**src/rtl/period_meter_pkg.sv**
```systemverilog
// period_meter_pkg: shared state encoding and default widths for the period meter and synth divider.
package period_meter_pkg;
    localparam int DEF_WIDTH   = 32;
    localparam int DEF_TIMEOUT = 50_000_000;
    typedef enum logic {IDLE, MEASURE} state_t;
endpackage

```
**src/rtl/period_meter_if.sv**
```systemverilog
// period_meter_if: pulse input, soft clear and measurement results of the period meter.
interface period_meter_if #(parameter int WIDTH = 32);
    logic             clear;
    logic             pulse_in;
    logic [WIDTH-1:0] period_out;
    logic             valid;
    logic             locked;
    logic             timeout;
    modport master (input clear, pulse_in, output period_out, valid, locked, timeout);
    modport slave  (output clear, pulse_in, input period_out, valid, locked, timeout);
endinterface

```
**src/rtl/period_meter_edge_sync_detect.sv**
```systemverilog
// edge_sync_detect: synchronises an async input and flags each rising edge for one cycle.
module edge_sync_detect #(
    parameter int SYNC_STAGES = 2
) (
    input  logic clock,
    input  logic resetn,
    input  logic async_in,
    output logic pulse_edge
);
    logic [SYNC_STAGES-1:0] sync;
    logic                   history;
    always_ff @(posedge clock or negedge resetn) begin
        if (!resetn) begin
            sync    <= '0;
            history <= 1'b0;
        end else begin
            sync    <= {sync[SYNC_STAGES-2:0], async_in};
            history <= sync[SYNC_STAGES-1];
        end
    end
    assign pulse_edge = sync[SYNC_STAGES-1] & ~history;
endmodule

```
**src/rtl/period_meter.sv**
```systemverilog
// period_meter: counts clock cycles between rising edges of pulse_in and reports them in divider terms.
module period_meter
    import period_meter_pkg::*;
#(
    parameter int WIDTH       = DEF_WIDTH,
    parameter int SYNC_STAGES = 2,
    parameter int TIMEOUT     = DEF_TIMEOUT
) (
    input  logic          clock,
    input  logic          resetn,
    period_meter_if.master bus
);
    state_t           state, state_n;
    logic [WIDTH-1:0] count, count_n, period_n;
    logic             pulse_edge, valid_n, locked_n, timeout_n;

    edge_sync_detect #(.SYNC_STAGES(SYNC_STAGES)) u_sync (
        .clock     (clock),
        .resetn    (resetn),
        .async_in  (bus.pulse_in),
        .pulse_edge(pulse_edge)
    );

    always_ff @(posedge clock or negedge resetn) begin
        if (!resetn) begin
            state          <= IDLE;
            count          <= '0;
            bus.period_out <= '0;
            bus.valid      <= 1'b0;
            bus.locked     <= 1'b0;
            bus.timeout    <= 1'b0;
        end else begin
            state          <= state_n;
            count          <= count_n;
            bus.period_out <= period_n;
            bus.valid      <= valid_n;
            bus.locked     <= locked_n;
            bus.timeout    <= timeout_n;
        end
    end

    // Edge beats timeout, so a period of exactly TIMEOUT is still reported.
    always_comb begin
        state_n   = state;
        count_n   = '0;
        period_n  = bus.period_out;
        valid_n   = 1'b0;
        locked_n  = bus.locked;
        timeout_n = 1'b0;
        if (state == IDLE) begin
            locked_n = bus.clear ? 1'b0 : bus.locked;
            state_n  = pulse_edge ? MEASURE : IDLE;
        end else if (bus.clear) begin
            state_n  = IDLE;
            locked_n = 1'b0;
        end else if (pulse_edge) begin
            period_n = count;
            valid_n  = 1'b1;
            locked_n = 1'b1;
        end else if (count == WIDTH'(TIMEOUT)) begin
            timeout_n = 1'b1;
            locked_n  = 1'b0;
            state_n   = IDLE;
        end else begin
            count_n = count + 1'b1;
        end
    end
endmodule
```
**src/flat_wrapper.sv**
```systemverilog
// flat-port wrapper written by rule: the top's interface ports become plain ports
module period_meter_flat import period_meter_pkg::*;
#(
    parameter int WIDTH       = DEF_WIDTH,
    parameter int SYNC_STAGES = 2,
    parameter int TIMEOUT     = DEF_TIMEOUT
)
  (clock, resetn, bus_clear, bus_pulse_in, bus_period_out, bus_valid, bus_locked, bus_timeout);
  period_meter_if #(.WIDTH(WIDTH)) bus_i ();
  input  logic clock;
  input  logic resetn;
  input wire logic [$bits(bus_i.clear)-1:0] bus_clear;
  input wire logic [$bits(bus_i.pulse_in)-1:0] bus_pulse_in;
  output wire logic [$bits(bus_i.period_out)-1:0] bus_period_out;
  output wire logic [$bits(bus_i.valid)-1:0] bus_valid;
  output wire logic [$bits(bus_i.locked)-1:0] bus_locked;
  output wire logic [$bits(bus_i.timeout)-1:0] bus_timeout;
  assign bus_i.clear = bus_clear;
  assign bus_i.pulse_in = bus_pulse_in;
  assign bus_period_out = bus_i.period_out;
  assign bus_valid = bus_i.valid;
  assign bus_locked = bus_i.locked;
  assign bus_timeout = bus_i.timeout;
  period_meter #(.WIDTH(WIDTH), .SYNC_STAGES(SYNC_STAGES), .TIMEOUT(TIMEOUT)) u_core (.clock(clock), .resetn(resetn), .bus(bus_i));
endmodule
```
**config.mk**
```make
export PLATFORM = sky130hd
export DESIGN_NAME = period_meter_flat
export DESIGN_NICKNAME = d
export VERILOG_FILES = /design/src/rtl/period_meter_pkg.sv /design/src/rtl/period_meter_if.sv /design/src/rtl/period_meter_edge_sync_detect.sv /design/src/rtl/period_meter.sv /design/src/flat_wrapper.sv
export SDC_FILE = /design/constraint.sdc
export NUM_CORES = 1
export LEC_CHECK = 0
export CORE_ASPECT_RATIO = 0.7
export CORE_UTILIZATION = 50
export CTS_BUF_LIST = sky130_fd_sc_hd__clkbuf_8 sky130_fd_sc_hd__clkbuf_16
export DETAILED_ROUTE_END_ITERATION = 7
export PLACE_DENSITY = 0.78
export SYNTH_ARGS = -nofsm -noshare
export SYNTH_HDL_FRONTEND = slang
export SYNTH_SLANG_ARGS = --single-unit
```
**constraint.sdc**
```tcl
create_clock -name clock -period 1.9 [get_ports clock]
set_input_delay 0.38 -clock clock [delete_from_list [all_inputs] [get_ports clock]]
set_output_delay 0.38 -clock clock [all_outputs]
set_load 0.02 [all_outputs]
```
==> results.json <==
{
  "total_power_mw": 3.18,
  "hold_class": "reg2reg",
  "ioPinCount": 39,
  "drt-total-wl_um": 10200,
  "first_pass_iters": 5,
  "rsz0062_at_grt": "yes",
  "ys_types": 43,
  "viasPerCell": 6.48,
  "timing.rr.end": "u_core.count[29]$_DFF_PN0_",
  "maxCapViolations": 0,
  "whs_endpoint": "u_core.u_sync.sync[1]$_DFF_PN0_",
  "synth_warnings": 0,
  "whs_ns": 0.354,
  "powerDensity_nw_per_um2": 662,
  "worst_slew_pin_slew_ns": 0.398,
  "status": "finished, violations left",
  "grt_use_total": 0.271,
  "finalHoldViolCount": 0,
  "hp-start": "u_core.u_sync.sync[0]$_DFF_PN0_",
  "clock_path_buffers": 2,
  "slew_violations": 0,
  "root_buffer": "clkbuf_8",
  "final_cells": 466,
  "cts_inserted_buffers": 9,
  "htreeDepth": 3,
  "dieArea_um2": 6870,
  "synthFlopType": "dfrtp_1",
  "relSlewSlack": 0.732,
  "area_growth_pct": 46.9,
  "violations": "negative setup slack",
  "antennaDiodeCount": 0,
  "grt_pass1_wl_um": 14200,
  "place_ws_ns": -0.105,
  "dpl.hpwl_um": 5690,
  "syn_area_um2": 3270,
  "r2r_cells": 4,
  "final_nets": 389,
  "gp_congestion": 0.900,
  "clock_latency_ns": 0.36,
  "start_kind": "flop",
  "setup_viol": 28,
  "syn_nets": 280,
  "synth.avg_cell_area_um2": 11.9,
  "dr.first_iter.drc_count": 328,
  "dpl-instance-area_um2": 4160,
  "grt_pass1_vias": 2815,
  "crit_required_ns": 2.14,
  "dp_cells": 432,
  "async_flop_share": 1.00,
  "p_leak_nw": 2.07,
  "finalSetupTns_ns": -0.870,
  "yosysTopAreaCell": "dfrtp_1",
  "synth_common_cells": "dfrtp_1, mux2_2, nor3_1",
  "syn_inst": 274,
  "antenna_found_initial": 0,
  "fp.dieW_um": 98.7,
  "yosysSeqAreaShare": 0.543,
  "drive_gt1_frac": 0.448,
  "clk_pin_slew_ns": 0.08,
  "start_util": 0.521,
  "cts_sinks": 71,
  "cts_tree": "yes",
  "synthTopCellsByArea": "dfrtp_1, mux2_2, a211oi_1",
  "critPathCaptureType": "flop",
  "ant_nets": 0,
  "period_needed_ns": 2.05,
  "r2r_slack_ns": -0.15,
  "grt_overflow": 0,
  "synth_edf_count": 0,
  "crit_type": "reg2reg",
  "fp.coreArea_um2": 6280,
  "setup_slack_ns": -0.149,
  "drc": 0,
  "rows": 24,
  "design_area_um2": 4810,
  "final_util": 0.766,
  "port_buffers": 38,
  "die_h_um": 69.7,
  "r2r_start": "u_core.count[9]$_DFF_PN0_",
  "vias": 3020,
  "period_share": 1.08,
  "synth_seq_cells": 71,
  "vdd_drop_max_mv": 0.407,
  "wl_per_cell_um": 21.9,
  "synthMostInstantiatedCell": "dfrtp_1",
  "fmax_mhz": 488,
  "grt_max_degree": 56,
  "synth_top_area_frac": 0.543,
  "worstPathArrival_ns": 2.29,
  "finalClockSkew_ns": 0.0135,
  "whs_path_depth": 0,
  "cp_max_fo": 5
}
==> how the worst max path moves through the flow <==
stage	startpoint	end	slack, ns	cells past startpoint
after detailed placement	u_core.count[0]$_DFF_PN0_	u_core.count[24]$_DFF_PN0_	-0.11	6
after global routing	u_core.count[26]$_DFF_PN0_	u_core.count[31]$_DFF_PN0_	-0.16	4
after floorplan	u_core.count[0]$_DFF_PN0_	u_core.count[7]$_DFF_PN0_	0.02	7
after CTS	u_core.count[1]$_DFF_PN0_	u_core.count[25]$_DFF_PN0_	0.002	5
final	u_core.count[9]$_DFF_PN0_	u_core.count[29]$_DFF_PN0_	-0.15	4
after global placement	u_core.count[10]$_DFF_PN0_	u_core.count[24]$_DFF_PN0_	-0.06	5
==> worst max-delay path: stages, from the launching register on <==
cell,delay (ns)
dfrtp_1,0.48
and4_4,0.34
nand4_1,0.23
or4_1,0.58
a211oi_1,0.30
==> logic make-up (layout without fill, tap and decap cells) <==
| group | count (synthesis) | after routing | share of synthesized area |
|---|---|---|---|
| buf+inv | 19 | 133 | 0.0279 |
| flops | 71 | 71 | 0.543 |
| fa+ha+maj | 2 | 2 | 0.00765 |
| mux | 32 | 32 | 0.110 |
| xor+xnor | 14 | 14 | 0.0375 |
| compound gates | 36 | 36 | 0.0807 |
| simple gates | 100 | 100 | 0.193 |
==> metal layers <==
layer  part of all wire  GRT usage  vias up
li1                   -          -     1267
met1               0.41      0.379     1503
met2               0.46      0.423      199
met3              0.093     0.0585       51
met4              0.037     0.0912        0
met5                  0          0        -
==> registers in the layout, indices dropped and copies added, names as in the netlist <==
name / cells
u_core.u_sync.sync: 2
u_core.bus.valid: 1
u_core.bus.period_out: 32
u_core.state: 1
u_core.bus.locked: 1
u_core.count: 32
u_core.u_sync.history: 1
u_core.bus.timeout: 1
==> placed cells by master (no fill, tap or decap), drive strengths merged, types with 2 or more instances in the layout <==
cell / n
dfrtp: 71
nand4: 12
o31ai: 10
nor4b: 2
a211oi: 16
clkinvlp: 2
ha: 2
mux2: 32
clkbuf: 13
xnor2: 5
bufinv: 2
xor2: 9
nand2: 13
and3: 4
o21ai: 5
or4: 11
nor2: 3
inv: 4
buf: 73
nand3: 12
or4b: 2
clkdlybuf4s50: 37
nor4: 3
or3: 8
o41ai: 3
nor3: 18
and4: 5
==> area by class of cell <==
class,instances,area [um2]
repair buffers,113,1040
clock buffers,11,151
inverters,4,15.0
well taps,78,97.6
multi-input cells,184,1650
flip-flops and latches,71,1780
fillers,382,1470
clock inverters,5,80.1
==> report_power, final <==
group | total, mW | switching, mW | internal [mW]
Sequential | 1.55 | 0.0190 | 1.53
Clock | 1.40 | 0.588 | 0.808
Combinational | 0.235 | 0.138 | 0.0966
==> what timing repair did <==
item	4_1_cts	5_1_grt
buffers inserted	4	10
hold buffers	1	0
gates resized for setup	11	39
endpoints found under the hold margin	16	0
setup endpoints to repair	11	35
gates cloned	0	3
pin swaps	3	24
Power figures use the tool's default switching activity.
